===== src/rtl/cpu_pkg.sv =====
// Shared FSM state encodings for the CPU sequencer, control unit and benches.
package cpu_pkg;

  typedef enum logic [2:0] {
    FETCH      = 3'b000,
    DECODE     = 3'b001,
    EXECUTE    = 3'b010,
    MEMORY     = 3'b011,
    WRITEBACK  = 3'b100,
    HALT_STATE = 3'b101,
    IDLE       = 3'b110,
    ILLEGAL    = 3'b111
  } state_e;

  // An instruction is complete once the FSM lands back in FETCH or stops in HALT_STATE.
  function automatic logic ends_instr(input state_e s);
    return (s == FETCH) || (s == HALT_STATE);
  endfunction

endpackage


===== src/rtl/sat_counter.sv =====
// Up-counter with synchronous clear that sticks at all-ones instead of wrapping.
module sat_counter #(
  parameter int unsigned W = 16
) (
  input  logic         clk,
  input  logic         clear,
  input  logic         en,
  output logic [W-1:0] q
);

  localparam logic [W-1:0] ONE = W'(1);

  always_ff @(posedge clk) begin
    if (clear) begin
      q <= '0;
    end else if (en && (q != '1)) begin
      q <= q + ONE;
    end
  end

endmodule


===== src/rtl/cpu_sequencer.sv =====
// Sequential core for the control_unit: state/IR/ZF registers, run/step debug
// handshake, sticky halt/error flags and saturating activity counters.
module cpu_sequencer
  import cpu_pkg::*;
#(
  parameter int unsigned CNT_W = 16
) (
  input  logic             clk,
  input  logic             reset,
  input  logic [2:0]       next_state,
  input  logic             ir_we,
  input  logic             zf_we,
  input  logic             halt,
  input  logic [7:0]       mem_rdata,
  input  logic             alu_zero,
  input  logic             run,
  input  logic             step_req,
  output logic [2:0]       state,
  output logic [7:0]       instr,
  output logic             zf,
  output logic             cycle_en,
  output logic             step_ack,
  output logic             halted,
  output logic             err,
  output logic [CNT_W-1:0] cycle_count,
  output logic [CNT_W-1:0] instr_count
);

  state_e     state_q, state_d, ns;
  logic [7:0] instr_q;
  logic       zf_q, halted_q, err_q, step_ack_q, step_busy_q;
  logic       ns_illegal, instr_en;

  always_comb begin
    ns         = state_e'(next_state);
    ns_illegal = (ns == ILLEGAL);
    if (halt || ns == HALT_STATE) begin
      state_d = HALT_STATE;
    end else if (ns_illegal) begin
      state_d = FETCH;
    end else begin
      state_d = ns;
    end
  end

  // step_busy tracks "mid-instruction" in both modes so a run->step switch
  // can finish the current instruction before parking in FETCH.
  always_comb begin
    cycle_en = 1'b0;
    if (!halted_q && state_q != HALT_STATE) begin
      cycle_en = run || step_busy_q || (state_q == FETCH && step_req);
    end
  end

  always_ff @(posedge clk) begin
    if (reset) begin
      state_q     <= FETCH;
      instr_q     <= '0;
      zf_q        <= 1'b0;
      halted_q    <= 1'b0;
      err_q       <= 1'b0;
      step_ack_q  <= 1'b0;
      step_busy_q <= 1'b0;
    end else begin
      step_ack_q <= 1'b0;
      if (cycle_en) begin
        state_q     <= state_d;
        step_busy_q <= !ends_instr(state_d);
        if (ns_illegal) err_q <= 1'b1;
        if (state_d == HALT_STATE) halted_q <= 1'b1;
        if (ir_we) instr_q <= mem_rdata;
        if (zf_we) zf_q <= alu_zero;
        if (!run && ends_instr(state_d)) step_ack_q <= 1'b1;
      end
    end
  end

  assign instr_en = ir_we && cycle_en;

  sat_counter #(.W(CNT_W)) u_cycle_cnt (
    .clk   (clk),
    .clear (reset),
    .en    (cycle_en),
    .q     (cycle_count)
  );

  sat_counter #(.W(CNT_W)) u_instr_cnt (
    .clk   (clk),
    .clear (reset),
    .en    (instr_en),
    .q     (instr_count)
  );

  assign state    = state_q;
  assign instr    = instr_q;
  assign zf       = zf_q;
  assign step_ack = step_ack_q;
  assign halted   = halted_q;
  assign err      = err_q;

endmodule


===== config.mk =====
export PLATFORM = sky130hd
export DESIGN_NAME = cpu_sequencer
export DESIGN_NICKNAME = d
export VERILOG_FILES = /design/src/rtl/cpu_pkg.sv /design/src/rtl/sat_counter.sv /design/src/rtl/cpu_sequencer.sv
export SDC_FILE = /design/constraint.sdc
export NUM_CORES = 1
export LEC_CHECK = 0
export CAP_MARGIN = 20
export CORE_MARGIN = 2
export CORE_UTILIZATION = 30
export DETAILED_ROUTE_END_ITERATION = 16
export GPL_TIMING_DRIVEN = 1
export PLACE_DENSITY = 0.64
export SYNTH_ARGS = -nofsm -noshare
export SYNTH_HDL_FRONTEND = slang
export SYNTH_SLANG_ARGS = --single-unit

===== constraint.sdc =====
create_clock -name clk -period 2 [get_ports clk]
set_clock_uncertainty 0.15 [all_clocks]
set_input_delay 0.4 -clock clk [delete_from_list [all_inputs] [get_ports clk]]
set_output_delay 0.4 -clock clk [all_outputs]
set_load 0.05 [all_outputs]

# == Yosys cells after proc, flatten, opt, wreduce, memory -nomap -nowiden ==
# Cells that the tools add are included.
# totals
regBits,48
inputBits,19
out_inout_bits,48
elab_cells,42
# classes
add_sub_neg,2
eq_ne,6
mux,4
bitwise,1
n_reduce_logical,20
# ops
cell,count
$add 16x1->16 const B,2
$ne 16x16->1 const B,2
$eq 3x3->1 const B,3
$reduce_and 2->1,4
$logic_and 1x1->1,6
$logic_not 3->1,2
$mux 3,2
$logic_or 1x1->1,4
$logic_not 1->1,3
$ne 3x3->1 const B,1
$mux 1,2
$reduce_or 2->1,1
$not 1->1,1

# == Logic depth before layout (Yosys ltp) ==
# Gate-level depths: netlist of the first run.
# depth
word_depth,7
depth_mapped,7
mapped_depth_nobuf,6

# == Cells and area by module ==
# A second synthesis of the first run with hierarchy kept.
# unflattened
cells_unflattened,277
area_unflattened_um2,2441.1
# by_module_without_submodules
module,n_inst,cells_each,area_per_inst_um2,seq_area_each_um2
sat_counter,2,99,848.3,320.3
cpu_sequencer,1,79,744.5,320.3

# == Least setup slack after synthesis of the first run ==
# OpenSTA, ideal clock, no wires.
# synth_path
path_kind,reg2reg
from,reg u_cycle_cnt.q[0]
to,reg u_cycle_cnt.q[11]
setup_ps,121
t_arrival_ps,2318
t_required_ps,1729
slack_ps,-589
path_stages_with_launch,7
n_path_buf,0
period_less_slack_ps,2589
cell_sequence,dfxtp_1 -> ha_1 -> nand4_1 -> nor4_2 -> nor4b_4 -> nand3_1 -> mux2_4
# synth_between
elab_chain_len,2
elab_cells_between_ends,3
cone_classes,add/sub (1); eq/ne (1); reduce/logical (1)
# synth_rtl
item,line,rtl
start: declaration,sat_counter.sv:8,output logic [W-1:0] q
start signal: assignment,sat_counter.sv:17,q <= q + ONE;
branches (longest 2 deep; another with $add 16x1->16),-,
# Several ways; the timed one is not identified.
# A chain may end at the register's enable or synchronous reset.

# == Worst setup path after layout of the first run ==
# layout_path
from,reg state_q[0] (netlist: state[0])
to,out cycle_en
# layout_between
elab_chain_len,4
elab_cells_between_ends,6
cone_classes,eq/ne (1); mux (1); reduce/logical (4)
# layout_rtl
item,line,rtl
start: declaration,cpu_sequencer.sv:29,"state_e state_q, state_d, ns;"
start signal: assignment,cpu_sequencer.sv:67,state_q <= state_d;
$logic_not 3->1,cpu_sequencer.sv:51,cycle_en = run || step_busy_q || (state_q == FETCH && step_req);
$logic_and 1x1->1,cpu_sequencer.sv:51,
$logic_or 1x1->1,cpu_sequencer.sv:51,
$mux 1 *,cpu_sequencer.sv:50,if (!halted_q && state_q != HALT_STATE) begin
end: declaration,cpu_sequencer.sv:21,"output logic cycle_en,"
# Every way passes the cells marked *; elsewhere a longest branch is shown, timed or not.

==> key figures, run 1 <==
Status
  • Status: complete, but fails checks
  • Failing checks: setup timing

Global routing
  • Largest net degree at the start of global routing: 42
  • Initial antenna violation count: 0
  • First-pass GRT wire length: 9508 um
  • Total congestion overflow: 0
  • Vias in the first global route: 2120
  • All-layer global routing usage: 14.13%

STA
  • Max frequency: 0.4249 GHz
  • Worst hold margin: 0.2682 ns
  • Max_slew headroom: 73.22%
  • Final min period: 2.354 ns
  • Final WS setup: -0.3538 ns
  • Worst-margin pin slew: 0.4003 ns
  • Final hold vios: 0
  • Final Setup Violations: 26
  • RSZ-0062 raised after global routing: true
  • Period utilization: 117.7%
  • Fin. max-slew vios: 0
  • Setup TNS: -3.533 ns

Logic synthesis
  • YS warnings: 0
  • Seq/Total Area, Yosys: 43.24%
  • Syn Inst Count: 266
  • Post-synth top flop: dfxtp_1
  • Syn_nets: 287
  • Post-synth EDFFs: 0
  • Syn Area/Cell: 8.354 um2
  • Mapped Area: 2222 um2
  • Netlist cell types: 39
  • Async S/R FF share, synth: 0%
  • #FFs+latches synth: 48

Die
  • Row count: 31
  • Core Box Area: 7214 um2
  • Die footprint: 8112 um2
  • Initial Utilization: 30.80%
  • Chip height: 90.07 um
  • Num ports: 67
  • Die Wd: 90.07 um

Min path
  • Hold Path Class: primary input to register
  • WHS Path Cells: 2
  • Hold Crit Start: reset
  • Hold endpoint: u_cycle_cnt.q[6]

Worst setup path
  • Terminus of the critical flop-to-flop path: u_cycle_cnt.q[15]
  • CP max-delay cell: or4b_4
  • Data required time at the worst endpoint: 1.45 ns
  • CP endpoint kind: primary output
  • R2r worst-path depth: 5
  • Slowest stage delay, CP: 0.52 ns
  • Worst Path Buf+Inv: 2
  • Cell family with most CP delay: simple AND/OR/NAND/NOR gates
  • Worst Path Class, Setup: register to primary output
  • FF-to-FF Start: state[0]
  • Worst Setup Start Kind: register
  • Worst path arrival time: 1.80 ns
  • Reg-to-reg setup timing slack: -0.24 ns
  • Crit path max fanout: 4
  • Worst-path cell chain: or4b_4, a211o_4, clkinvlp_4, buf_12

Power and ir drop
  • Power, Total: 0.002439 W
  • Power Density: 676.4 nW/um2
  • Peak VDD IR: 0.2594 mV
  • Pleak: 1.338 nW

Finish
  • Fill cell count: 717
  • Layout cells sized above 1: 43.98%
  • Layout Nets: 377
  • Area Overhead vs Synth: 62.27%
  • N_diodes: 0
  • Final instance area: 3606 um2

Job
  • Max cap viols: 0

Placement
  • IO buf count: 66
  • DP Wirelength: 3964 um
  • Pre-CTS WS: -0.7160 ns
  • Dpl cell area: 3128 um2
  • Placer Congestion: 0.7678

Clocking
  • H-Tree Depth: 2
  • Clock sinks: 48
  • Clk root buf: clkbuf_8
  • Longest Clk Path Bufs: 2
  • Worst-Skew Late Latency: 0.30 ns
  • Hold Buf Count CTS: 0
  • CTS tree: done
  • Clock-pin slew on the worst setup and hold paths: 0.09 ns
  • Number of CTS-inserted buffers: 5

Routing
  • Vias/cell: 4.882
  • Initial DRT Pass Iterations: 4
  • Post-Route WL: 5937 um
  • Routed WL per cell: 13.02 um
  • DR iter-0 viols: 59
  • Residual DRC: 0
  • Post-DRT Antenna Nets: 0
  • Via count: 2226
[worst max-delay path by stage]
stage                         to  startpoint  depth (start not counted)  slack (ns)
2_1_floorplan  u_cycle_cnt.q[11]    state[2]                          5       -0.28
3_3_place_gp   u_cycle_cnt.q[11]    step_req                          6       -0.68
3_5_place_dp   u_cycle_cnt.q[11]    step_req                          6       -0.72
4_1_cts                 cycle_en    state[0]                          4       -0.36
5_1_grt                 cycle_en    state[0]                          4       -0.40
6_report                cycle_en    state[0]                          4       -0.35
[power by group]
group / leakage [nW] / total (W) / switching [W] / internal, W
clock network: 0.0532 / 0.000690 / 0.000326 / 0.000365
registers: 0.405 / 0.00105 / 0.0000406 / 0.00101
logic: 0.880 / 0.000700 / 0.000413 / 0.000287
[Yosys cell counts, drive strengths merged (2+ instances only)]
cell	number	area, um2
nand2	33	123.9
xnor2	20	175.2
inv	2	7.510
nand4	13	81.33
nand3	12	60.06
and3	2	12.51
buf	2	10.01
nor2b	3	18.77
dfxtp	48	960.9
nor4	8	56.30
nor4b	4	50.05
and4	4	35.03
a211oi	2	15.01
o21ai	3	15.01
nor3	14	70.07
a21oi	18	90.09
mux2	2	30.03
nor3b	2	15.01
xor2	4	35.03
ha	2	25.02
and2	3	18.77
nor2	40	150.1
nand2b	2	12.51
clkbuf	9	33.78
or2	2	12.51
[worst reg2reg max path, cell delays in order, from the launching register on]
cell and delay [ns]:
dfxtp_4 0.35, or4b_4 0.52, a211o_4 0.38, nor4b_4 0.27
nand3_1 0.15, mux2_4 0.31
[routing by layer]
| layer | wire [um] | share of wire (%) | GRT usage, % | vias to the layer above |
|---|---|---|---|---|
| met3 | 281 | 4.7 | 3.604 | 5 |
| met2 | 2968 | 50 | 24.87 | 50 |
| li1 | - | - | - | 1121 |
| met5 | 0 | 0 | 0 | - |
| met1 | 2604 | 44 | 16.47 | 1050 |
| met4 | 82 | 1.4 | 5.256 | 0 |
[logic make-up (layout without fill, tap and decap cells)]
logic type | after synthesis | in the layout | synth area share, %
XOR/XNOR | 24 | 24 | 9.459
flip-flops | 48 | 48 | 43.24
buffers and inverters | 13 | 104 | 2.309
adder cells (fa/ha/maj) | 2 | 2 | 1.126
AND/OR/NAND/NOR | 146 | 146 | 33.90
multiplexers | 3 | 3 | 1.802
AO/OA/AOI/OAI | 30 | 30 | 8.165
[metrics by stage]
stage	std cells	utilization [%]
finish	456	49.98
global route	456	49.98
CTS	454	46.84
detailed placement	444	43.36
global placement	444	43.36
floorplan	266	-
[cell type report]
class	count	area, um2	area share [%]
clock inverters	3	37.54	1.041
well taps	99	123.9	3.435
clock buffers	5	68.82	1.908
flip-flops and latches	48	1007	27.93
multi-input cells	205	1555	43.13
repair buffers	94	802.0	22.24
inverters	2	11.26	0.3123
[placed cells by master (no fill, tap or decap), drive strengths merged, types with 2 or more instances in the layout]
cell and instances:
nand2 33, nand3 12, o21ai 3, clkbuf 5, mux2 2, nor2b 3, nand4 13, nor3b 2
nor4b 4, clkinv 2, a21oi 18, nor3 14, dfxtp 48, nand2b 2, xnor2 20, a211oi 2
and4 4, or2 2, ha 2, clkdlybuf4s50 15, and3 2, xor2 4, nor4 8, and2 3
nor2 40, buf 77
[flip-flops by register name, summed over array words and instances, names as in the netlist]
register	flops
err	1
instr	8
zf	1
state	3
step_busy_q	1
halted	1
u_cycle_cnt.q	16
u_instr_cnt.q	16
step_ack	1
[repair_timing]
| item | in CTS | in global routing |
|---|---|---|
| cloned | 0 | 1 |
| setup endpoints to repair | 35 | 46 |
| setup buffers | 2 | 1 |
| gates resized for setup | 26 | 42 |
| pin swaps | 8 | 32 |
No activity file was read; power rests on OpenSTA's default activity.
==> run 2: changes to the inputs <==
--- a/config.mk
+++ b/config.mk
@@ -10,6 +10,7 @@
 export CORE_UTILIZATION = 30
 export DETAILED_ROUTE_END_ITERATION = 16
 export GPL_TIMING_DRIVEN = 1
+export MAX_ROUTING_LAYER = met4
 export PLACE_DENSITY = 0.64
 export SYNTH_ARGS = -nofsm -noshare
 export SYNTH_HDL_FRONTEND = slang
==> run 2 against run 1 <==
- design area unchanged
- critical path depth unchanged
- worst hold slack about the same
- sequential share of layout area is the same
- the run still ends with setup timing left
- highest routed layer unchanged
- critical path type unchanged
- combinational power hardly changed
==> key figures, run 2 (synthesis gave the netlist of run 1 again) <==
Clocking
  • CTS tree: done
  • Longest Clk Path Bufs: 2
  • Hold Buf Count CTS: 0
  • H-Tree Depth: 2
  • Clk root buf: clkbuf_8
  • Worst-Skew Late Latency: 0.30 ns
  • Clock-pin slew on the worst setup and hold paths: 0.09 ns
  • Number of CTS-inserted buffers: 5
  • Clock sinks: 48

STA
  • Worst-margin pin slew: 0.4013 ns
  • Final min period: 2.354 ns
  • Final WS setup: -0.3539 ns
  • Period utilization: 117.7%
  • RSZ-0062 raised after global routing: true
  • Final Setup Violations: 26
  • Worst hold margin: 0.2679 ns
  • Fin. max-slew vios: 0
  • Setup TNS: -3.534 ns
  • Max frequency: 0.4248 GHz
  • Max_slew headroom: 73.15%
  • Final hold vios: 0

Placement
  • DP Wirelength: 3964 um
  • Dpl cell area: 3128 um2
  • Placer Congestion: 0.7780
  • Number of cells after detailed placement: 444
  • IO buf count: 66

Routing
  • DR iter-0 viols: 59
  • Initial DRT Pass Iterations: 4
  • Post-DRT Antenna Nets: 0
  • Via count: 2231
  • Residual DRC: 0
  • Post-Route WL: 5935 um
  • Routed WL per cell: 13.02 um
  • Vias/cell: 4.893

Min path
  • Hold Path Class: primary input to register
  • Hold Crit Start: reset
  • Hold endpoint: u_cycle_cnt.q[6]
  • WHS Path Cells: 2

Finish
  • Layout Nets: 377
  • Final instance area: 3606 um2
  • Layout Utilization: 49.98%
  • Post-route insts no fill: 456
  • Area Overhead vs Synth: 62.27%
  • Fill cell count: 717
  • Commonest cells after routing, fill and taps aside: 67 x buf_4, 37 x nor2_1, 32 x nand2_1
  • Layout cells sized above 1: 43.98%
  • N_diodes: 0
  • Most common library cell in the layout ignoring fill and taps: buf_4

Global routing
  • All-layer global routing usage: 14.53%
  • Initial antenna violation count: 0
  • First-pass GRT wire length: 9501 um
  • Vias in the first global route: 2122
  • Total congestion overflow: 0
  • Largest net degree at the start of global routing: 42

Die
  • Num ports: 67
  • Die Wd: 90.07 um
  • Initial Utilization: 30.80%
  • Row count: 31
  • Core Box Area: 7214 um2
  • Chip height: 90.07 um
  • Die footprint: 8112 um2

Power and ir drop
  • Sw Pwr: 0.0007796 W
  • Peak VDD IR: 0.2595 mV
  • Clk pwr share: 28.3%
  • Pleak: 1.338 nW
  • Comb pwr share: 28.7%
  • Power Density: 676.4 nW/um2
  • Flop pwr share: 43.0%
  • Switching power share of the total: 31.96%
  • Int Pwr: 0.001659 W

Worst setup path
  • Data required time at the worst endpoint: 1.45 ns
  • CP endpoint kind: primary output
  • Crit path max fanout: 4
  • Worst Setup Start Kind: register
  • R2r worst-path depth: 5
  • Terminus of the critical flop-to-flop path: u_cycle_cnt.q[15]
  • Slowest stage delay, CP: 0.52 ns
  • CP max-delay cell: or4b_4
  • Worst-path cell chain: or4b_4, a211o_4, clkinvlp_4, buf_12
  • FF-to-FF Start: state[0]
  • Worst Path Class, Setup: register to primary output
  • Worst path arrival time: 1.80 ns
  • Reg-to-reg setup timing slack: -0.24 ns

Job
  • Max cap viols: 0

Status
  • Status: complete, but fails checks
  • Failing checks: setup timing
run 2: cell counts in the layout (fill, tap and decap cells not counted):
No cell type changed its count.
run 2: final cells by class:
type | count | area (um2) | area share [%]
Clock inverter | 3 | 37.54 | 1.041
Multi-Input combinational cell | 205 | 1555 | 43.13
Tap cell | 99 | 123.9 | 3.435
Sequential cell | 48 | 1007 | 27.93
Timing Repair Buffer | 94 | 802.0 | 22.24
Clock buffer | 5 | 68.82 | 1.908
Inverter | 2 | 11.26 | 0.3123
run 2: power groups by stage:
stage | combinational [W] | sequential [W] | clock, W
finish | 0.000700 | 0.00105 | 0.000690
global route | 0.000747 | 0.00106 | 0.000759
CTS | 0.000633 | 0.00105 | 0.000722
detailed placement | 0.000588 | 0.00107 | 0
global placement | 0.000584 | 0.00107 | 0
floorplan | 0.000207 | 0.00122 | 0
run 2: through the flow:
| step | worst slack (ns) | power, W |
|---|---|---|
| 3_3_place_gp | -0.6786 | 0.001652 |
| 4_1_cts | -0.3612 | 0.002403 |
| 5_1_grt | -0.4001 | 0.002563 |
| 2_1_floorplan | -0.2829 | 0.001426 |
| 6_report | -0.3539 | 0.002439 |
| 3_5_place_dp | -0.7160 | 0.001657 |
run 2: how the worst max path moves through the flow:
stage | from | endpoint | slack [ns] | cells past startpoint
final | state[0] | cycle_en | -0.35 | 4
after global routing | state[0] | cycle_en | -0.40 | 4
after CTS | state[0] | cycle_en | -0.36 | 4
after detailed placement | step_req | u_cycle_cnt.q[11] | -0.72 | 6
after global placement | step_req | u_cycle_cnt.q[11] | -0.68 | 6
after floorplan | state[2] | u_cycle_cnt.q[11] | -0.28 | 5
run 2: layer usage:
layer / track usage (%) / up-vias / wire (um)
met5: - / - / 0
met4: 5.256 / 0 / 80
met3: 3.437 / 5 / 273
met2: 24.87 / 50 / 2972
met1: 16.57 / 1056 / 2608
li1: - / 1120 / -
run 2: worst max-delay path: cells and delay by family, from the launching register on:
family / cells / cell delay (ns)
AND/OR/NAND/NOR: 1 / 0.52
buffers and inverters: 2 / 0.25
AO/OA/AOI/OAI: 1 / 0.38
flip-flops: 1 / 0.35
run 2: timing repair:
action / 4_1_cts / 5_1_grt
cloned: 0 / 1
pin swaps: 8 / 32
setup buffers: 2 / 1
gates resized for setup: 26 / 42
endpoints found under the setup margin: 35 / 46
